==> src/rtl/syrup_channel_buffer_pkg.sv <==
// Shared defaults for the Syrup channel buffer and its storage.
package syrup_channel_buffer_pkg;

  localparam int SYRUP_DATA_WIDTH_DEF = 32;
  localparam int SYRUP_ADDR_LEN_DEF   = 4;
  localparam int SYRUP_CNT_WIDTH_DEF  = 32;

endpackage

==> src/rtl/syrup_channel_ram.sv <==
// Simple dual-port RAM: synchronous write, registered read that holds its value
// between reads and clears on reset.
module syrup_channel_ram #(
  parameter int DATA_WIDTH = 32,
  parameter int ADDR_LEN   = 4
) (
  input  logic                  clk_i,
  input  logic                  rst_i,
  input  logic                  we_i,
  input  logic [ADDR_LEN-1:0]   waddr_i,
  input  logic [DATA_WIDTH-1:0] wdata_i,
  input  logic                  re_i,
  input  logic [ADDR_LEN-1:0]   raddr_i,
  output logic [DATA_WIDTH-1:0] rdata_o
);

  localparam int DEPTH = 1 << ADDR_LEN;

  logic [DATA_WIDTH-1:0] mem_q [DEPTH];
  logic [DATA_WIDTH-1:0] rdata_q;

  always_ff @(posedge clk_i) begin
    if (we_i) begin
      mem_q[waddr_i] <= wdata_i;
    end
  end

  always_ff @(posedge clk_i) begin
    if (rst_i) begin
      rdata_q <= '0;
    end else if (re_i) begin
      rdata_q <= mem_q[raddr_i];
    end
  end

  assign rdata_o = rdata_q;

endmodule

==> src/rtl/syrup_channel_buffer.sv <==
// Fabric-side end of a Syrup channel: circular FIFO between the out-channel write
// stream and the in-channel read stream, with STALL to freeze the user clock.
module syrup_channel_buffer
  import syrup_channel_buffer_pkg::*;
#(
  parameter string DOMAIN     = "domain",
  parameter int    ID         = 0,
  parameter int    DATA_WIDTH = SYRUP_DATA_WIDTH_DEF,
  parameter int    ADDR_LEN   = SYRUP_ADDR_LEN_DEF,
  parameter int    CNT_WIDTH  = SYRUP_CNT_WIDTH_DEF
) (
  input  logic                  CLK,
  input  logic                  RST,
  input  logic [DATA_WIDTH-1:0] D,
  input  logic                  WE,
  output logic [DATA_WIDTH-1:0] Q,
  input  logic                  RE,
  output logic                  STALL,
  output logic                  FULL,
  output logic                  EMPTY,
  output logic [ADDR_LEN:0]     COUNT,
  output logic [CNT_WIDTH-1:0]  STALL_CYCLES
);

  // DOMAIN/ID only identify the channel; reject meaningless values at elaboration.
  if (DOMAIN == "") begin : g_bad_domain
    $error("syrup_channel_buffer: DOMAIN must be non-empty");
  end
  if (ID < 0) begin : g_bad_id
    $error("syrup_channel_buffer: ID must be non-negative");
  end

  localparam logic [ADDR_LEN:0] DEPTH = (ADDR_LEN+1)'(1) << ADDR_LEN;

  logic [ADDR_LEN-1:0]  wr_ptr_q, wr_ptr_d;
  logic [ADDR_LEN-1:0]  rd_ptr_q, rd_ptr_d;
  logic [ADDR_LEN:0]    count_q, count_d;
  logic                 full_q, full_d;
  logic                 empty_q, empty_d;
  logic [CNT_WIDTH-1:0] stall_cnt_q, stall_cnt_d;
  logic                 rd_ok, wr_ok, stall;

  // No bypass: a read against an empty FIFO waits even if a write lands this cycle.
  always_comb begin
    rd_ok = RE & ~empty_q & ~RST;
    wr_ok = WE & (~full_q | rd_ok) & ~RST;
    stall = ~RST & ((WE & ~wr_ok) | (RE & ~rd_ok));
  end

  always_comb begin
    wr_ptr_d    = wr_ptr_q;
    rd_ptr_d    = rd_ptr_q;
    count_d     = count_q;
    stall_cnt_d = stall_cnt_q;
    if (wr_ok) wr_ptr_d = wr_ptr_q + ADDR_LEN'(1);
    if (rd_ok) rd_ptr_d = rd_ptr_q + ADDR_LEN'(1);
    case ({wr_ok, rd_ok})
      2'b10:   count_d = count_q + (ADDR_LEN+1)'(1);
      2'b01:   count_d = count_q - (ADDR_LEN+1)'(1);
      default: count_d = count_q;
    endcase
    full_d  = (count_d == DEPTH);
    empty_d = (count_d == '0);
    if (stall && !(&stall_cnt_q)) stall_cnt_d = stall_cnt_q + CNT_WIDTH'(1);
  end

  always_ff @(posedge CLK) begin
    if (RST) begin
      wr_ptr_q    <= '0;
      rd_ptr_q    <= '0;
      count_q     <= '0;
      full_q      <= 1'b0;
      empty_q     <= 1'b1;
      stall_cnt_q <= '0;
    end else begin
      wr_ptr_q    <= wr_ptr_d;
      rd_ptr_q    <= rd_ptr_d;
      count_q     <= count_d;
      full_q      <= full_d;
      empty_q     <= empty_d;
      stall_cnt_q <= stall_cnt_d;
    end
  end

  syrup_channel_ram #(
    .DATA_WIDTH(DATA_WIDTH),
    .ADDR_LEN  (ADDR_LEN)
  ) u_ram (
    .clk_i  (CLK),
    .rst_i  (RST),
    .we_i   (wr_ok),
    .waddr_i(wr_ptr_q),
    .wdata_i(D),
    .re_i   (rd_ok),
    .raddr_i(rd_ptr_q),
    .rdata_o(Q)
  );

  assign STALL        = stall;
  assign FULL         = full_q;
  assign EMPTY        = empty_q;
  assign COUNT        = count_q;
  assign STALL_CYCLES = stall_cnt_q;

endmodule

==> config.mk <==
export PLATFORM = sky130hd
export DESIGN_NAME = syrup_channel_buffer
export DESIGN_NICKNAME = d
export VERILOG_FILES = /design/src/rtl/syrup_channel_buffer_pkg.sv /design/src/rtl/syrup_channel_ram.sv /design/src/rtl/syrup_channel_buffer.sv
export SDC_FILE = /design/constraint.sdc
export NUM_CORES = 1
export LEC_CHECK = 0
export CAP_MARGIN = 20
export CORE_MARGIN = 2
export CORE_UTILIZATION = 54
export DETAILED_ROUTE_END_ITERATION = 6
export GPL_TIMING_DRIVEN = 0
export PLACE_DENSITY_LB_ADDON = 0.05
export SYNTH_ARGS = -nofsm -noshare
export SYNTH_HDL_FRONTEND = slang
export SYNTH_HIERARCHICAL = 1
export SYNTH_SLANG_ARGS = --single-unit
==> constraint.sdc <==
create_clock -name CLK -period 8.7 [get_ports CLK]
set_input_delay 1.74 -clock CLK [delete_from_list [all_inputs] [get_ports CLK]]
set_output_delay 1.74 -clock CLK [all_outputs]
set_load 0.01 [all_outputs]
# Word level (Yosys, flattened, before mapping)

Memories as Yosys holds them, arrays and structs flattened. A register that Yosys moved wholly into a read port is not among the register bits.
Index checks and enable logic that the tools add are counted.

Latch bits: 0
Bits of input ports: 36
RAM bits: 512
Flip-flop bits (word level): 47
Word-level logic and storage cells: 36
Bits in read-only memories: 0
Memories kept: 1
Output and inout bits: 72

Memory list:

| memory      | depth | bits a word | rd ports | clocked after memory_dff | wr ports | RTL line                | RTL |
|---|---|---|---|---|---|---|---|
| u_ram.mem_q | 16    | 32          | 1        | 1                        | 1        | syrup_channel_ram.sv:19 | `logic [DATA_WIDTH-1:0] mem_q [DEPTH];` |

Div/mod/pow operators: 0
Shift-type cells: 0
Order comparisons: 0
Bitwise logic cells: 14
Reductions and logical operators: 4
Add/subtract/negate cells: 5
Multiply operators: 0
Muxes and demuxes: 3
Equality and inequality tests: 3

Operators by type and width:

| kind                    | number |
|---|---|
| $add A32 B1 Y32 const B | 1 |
| $reduce_and A32 Y1      | 1 |
| $pmux W5 S2             | 1 |
| $add A4 B1 Y4 const B   | 2 |
| $and A1 B1 Y1           | 7 |
| $add A5 B1 Y5 const B   | 1 |
| $eq A5 B5 Y1 const B    | 1 |
| $logic_not A5 Y1        | 1 |
| $not A1 Y1              | 5 |
| $sub A5 B1 Y5 const B   | 1 |
| $eq A2 B1 Y1 const B    | 1 |
| $eq A2 B2 Y1 const B    | 1 |
| $mux W1                 | 2 |
| $or A1 B1 Y1            | 2 |
| $logic_and A1 B1 Y1     | 1 |
| $logic_not A1 Y1        | 1 |

# Longest topological paths before layout

Word-level depth: 11
Mapped depth: 12

# Cells and area by module

Netlist, hierarchy kept.

Modules (own cells, without submodules):

| module               | instances | area each (um2) | cells each | seq. area each (um2) |
|---|---|---|---|---|
| syrup_channel_ram    | 1         | 20948.8         | 1216       | 16015.4 |
| syrup_channel_buffer | 1         | 2414.8          | 274        | 940.9 |

# Worst setup path after synthesis

OpenSTA, ideal clock, no wires.

Path kind: input to register
Start point: input port RST
End point: memory u_ram.mem_q[0][0], enable pin
Stages: 4
Data required time: 8239 ps
Library setup time: 461 ps
Setup slack: 3202 ps
Data arrival time: 5037 ps
Buffers on the path: 0
Cells stage by stage: nand2b_1 > a21oi_1 > or3b_2 > nor3_1

Cells in the longest elaborated chain, start to end: 7

Ends and longest elaborated chain:

| element                         | RTL line                                               | RTL |
|---|---|---|
| from (decl)                     | syrup_channel_buffer.sv:13                             | `input logic RST,` |
| $not A1 Y1 *                    | syrup_channel_buffer.sv:45, syrup_channel_buffer.sv:46 |  |
| $and A1 B1 Y1                   | syrup_channel_buffer.sv:45                             | `rd_ok = RE & ~empty_q & ~RST;` |
| $or A1 B1 Y1                    | syrup_channel_buffer.sv:46                             | `wr_ok = WE & (~full_q \| rd_ok) & ~RST;` |
| $and A1 B1 Y1                   | syrup_channel_buffer.sv:46                             |  |
| $and A1 B1 Y1 *                 | syrup_channel_buffer.sv:46                             |  |
| via wr_ok                       | syrup_channel_buffer.sv:41                             | `logic rd_ok, wr_ok, stall;` |
| $mux W1 *                       | syrup_channel_ram.sv:23                                | `if (we_i) begin` |
| $mux W1 (not written as such) * | syrup_channel_ram.sv:24                                | `mem_q[waddr_i] <= wdata_i;` |
| to (decl)                       | syrup_channel_ram.sv:19                                |  |

The timed path passes the listed nets; every way through them passes the cells marked *.

# Worst setup path after layout

Start point: input port RST
End point: output port STALL

Cells in the longest elaborated chain, start to end: 9

Ends and longest elaborated chain:

| element                     | RTL line                                                                           | RTL |
|---|---|---|
| $not A1 Y1 *                | syrup_channel_buffer.sv:45, syrup_channel_buffer.sv:46, syrup_channel_buffer.sv:47 |  |
| $and A1 B1 Y1               | syrup_channel_buffer.sv:45                                                         |  |
| $or A1 B1 Y1                | syrup_channel_buffer.sv:46                                                         |  |
| $and A1 B1 Y1 (2 in series) | syrup_channel_buffer.sv:46                                                         |  |
| $not A1 Y1                  | syrup_channel_buffer.sv:47                                                         | `stall = ~RST & ((WE & ~wr_ok) \| (RE & ~rd_ok));` |
| $and A1 B1 Y1               | syrup_channel_buffer.sv:47                                                         |  |
| $or A1 B1 Y1                | syrup_channel_buffer.sv:47                                                         |  |
| $and A1 B1 Y1 *             | syrup_channel_buffer.sv:47                                                         |  |
| to (decl)                   | syrup_channel_buffer.sv:18                                                         | `output logic STALL,` |

Mark *: on every way between the ends. The rest lies on a longest branch, timed or not.

==> impl_metrics.yaml <==
route:
  wl_per_cell_um: 22.7
  post-route-drc-count: 0
  drt_iter0_markers: 874
  routed_wl_um: 52600
  vias: 13337
  vias_per_cell: 5.76
  ant_nets: 0
  first_pass_iters: 5
layout:
  antennaDiodeCount: 0
  drive_above_1_share_pct: 11.7
  nets: 1725
  fin_area_sq_um: 27700
  final_cell_mix: "edfxtp_1, mux2i_1, nand2_1, clkdlybuf4s50_1, nand3_1"
  regArea_sq_um: 17000
  final_common_cell: "edfxtp_1"
  fillers: 3107
  fin_util_pct: 64.6
  area_growth_pct: 18.6
  multiInputGateArea_sq_um: 5910
clock_network:
  insertion_delay_ps: 610
  tritoncts: "done"
  htree_levels: 2
  clk_path_buf_depth: 3
  clk_pin_slew_ps: 60
  cts_resized: 0
  cts.sinks: 591
  postCtsSetupRepairBufs: 0
  ctsRootBufferMaster: "clkbuf_16"
  cts_buffers: 58
  ctsHoldBuffers: 0
synth:
  muxShareOfSynthArea_pct: 11.6
  synth_compound_area_share_pct: 4.96
  async_reset_ff_share_pct: 0
  yosys-top-cells-area: "edfxtp_1, mux2i_1, dfxtp_1"
  synthSimpleGateAreaFrac_pct: 7.30
  seq_area_frac_synth_pct: 72.6
  synthXorXnorAreaFrac_pct: 0.675
  synth_top_family_by_area: "multiplexers"
  netlist_instances: 1490
  avgSynthCellArea_sq_um: 15.7
  ys_warn_count: 6
  synth-seq-cells: 591
  ys_types: 59
  syn-num-nets: 1532
  synth-adder-area-share_pct: 0.321
  synth_edf_count: 512
  synth_top_area_share_pct: 65.8
  synth_flop_cell: "edfxtp_1"
  synth_largest_area_cell: "edfxtp_1"
  syn-cell-area_sq_um: 23400
global_routing:
  grt_max_degree: 25
  grt_first_pass_wirelength_um: 79100
  gr-total-overflow: 0
  grt_pass1_vias: 13213
  antenna_found_initial: 0
  grt_use_total_pct: 23.8
timing:
  max_clock_freq_ghz: 0.165
  drv_slew: 0
  setup_violations: 0
  fin_skew_ps: 10.8
  finalCritPeriodShare_pct: 69.5
  slew_headroom_pct: 28.3
  hold_ws_ps: 460
  fin_ws_ps: 2650
  finalSetupTns_ps: 0
  grt_setup_unrepaired: "false"
  min_period_ps: 6050
  worst_slew_pin_slew_ps: 1070
  hold_viol_final: 0
floorplanning:
  die_y_um: 212
  rows: 76
  io_pins: 108
  core-area_sq_um: 42900
  dieArea_sq_um: 44900
  initial_core_util_pct: 54.5
  die_w_um: 212
placement:
  port_buffers: 107
  gp_congestion: 0.794
  dp_hpwl_um: 33500
  postPlaceCellArea_sq_um: 25700
  pre_cts_ws_ps: 2690
setup_path:
  end_kind: "primary output"
  crit_arrival_ps: 4310
  critPathMaxFanout: 10
  cp-start-kind: "input pin"
  worstSetupPathType: "input pin to primary output"
  cp.required_ps: 6960
job:
  maxCapViolCount: 0
pwr:
  power.density_nw_per_um2: 213
  p_leak_nw: 8.74
  vdd_drop_max_v: 0.000180
hold_path:
  hold_path_class: "register to register"
outcome:
  run_status: "finished, final reports clean"
-- per-layer routing --
layer  vias to the layer above  share of wire [%]  track usage [%]
li1                       6142                  -                -
met1                      6759                 44             32.4
met2                       361                 49             40.4
met3                        75                5.2             3.03
met4                         0                2.0             6.82
met5                         -                  0                0
-- where the power goes --
part           internal (mW)  switching (mW)
sequential              3.11          0.0168
combinational         0.0756           0.146
clock                   1.54            1.03
total                   4.72            1.19
-- path summary, 6_finish.rpt --
path / depth (start not counted) / slack, ps / start / endpoint
hold reg to reg: 2 / 460 / u_ram/rdata_o[16] / u_ram/rdata_o[16]
setup reg to reg: 12 / 5210 / EMPTY / FULL
setup / recovery: 5 / 2650 / RST / STALL
hold / removal: 2 / 460 / u_ram/rdata_o[16] / u_ram/rdata_o[16]
-- cells by family after synthesis --
| family | Yosys count |
|---|---|
| compound gates | 179 |
| xor+xnor | 18 |
| fa+ha+maj | 6 |
| buf+inv | 84 |
| flops | 591 |
| mux | 269 |
| simple gates | 343 |
-- layout make-up --
cell class,count,area share (%)
Sequential cell,591,61.2
Buffer,77,2.10
Clock inverter,28,1.24
Clock buffer,80,5.86
Tap cell,585,2.64
Inverter,7,0.0948
Timing Repair Buffer,133,5.55
Multi-Input combinational cell,815,21.3
-- Yosys cell counts (11+ instances only) --
library cell  number
nand2_1          119
buf_4             11
a21oi_1           73
nand3_1          104
edfxtp_1         512
buf_2             14
mux2i_1          263
nor2_1            44
buf_6             17
dfxtp_1           79
a22oi_1           64
nand4_1           14
clkbuf_1          23
-- metrics by stage --
step,power [mW],std cells
CTS,5.95,2316
global route,6.09,2316
detailed placement,3.40,2208
finish,5.91,2316
floorplan,3.28,1490
global placement,3.39,2182
-- state kept, by name, summed over array words and instances (netlist names) --
| name | flops |
|---|---|
| COUNT | 5 |
| EMPTY | 1 |
| FULL | 1 |
| STALL_CYCLES | 32 |
| rd_ptr_q | 4 |
| u_ram/mem_q | 512 |
| u_ram/rdata_o | 32 |
| wr_ptr_q | 4 |
-- critical path, cell delays in order --
cell and delay [ps]:
clkdlybuf4s50_1 650, clkinv_1 350, a31oi_1 850, inv_1 180, clkdlybuf4s50_1 530
Power figures use the tool's default switching activity.
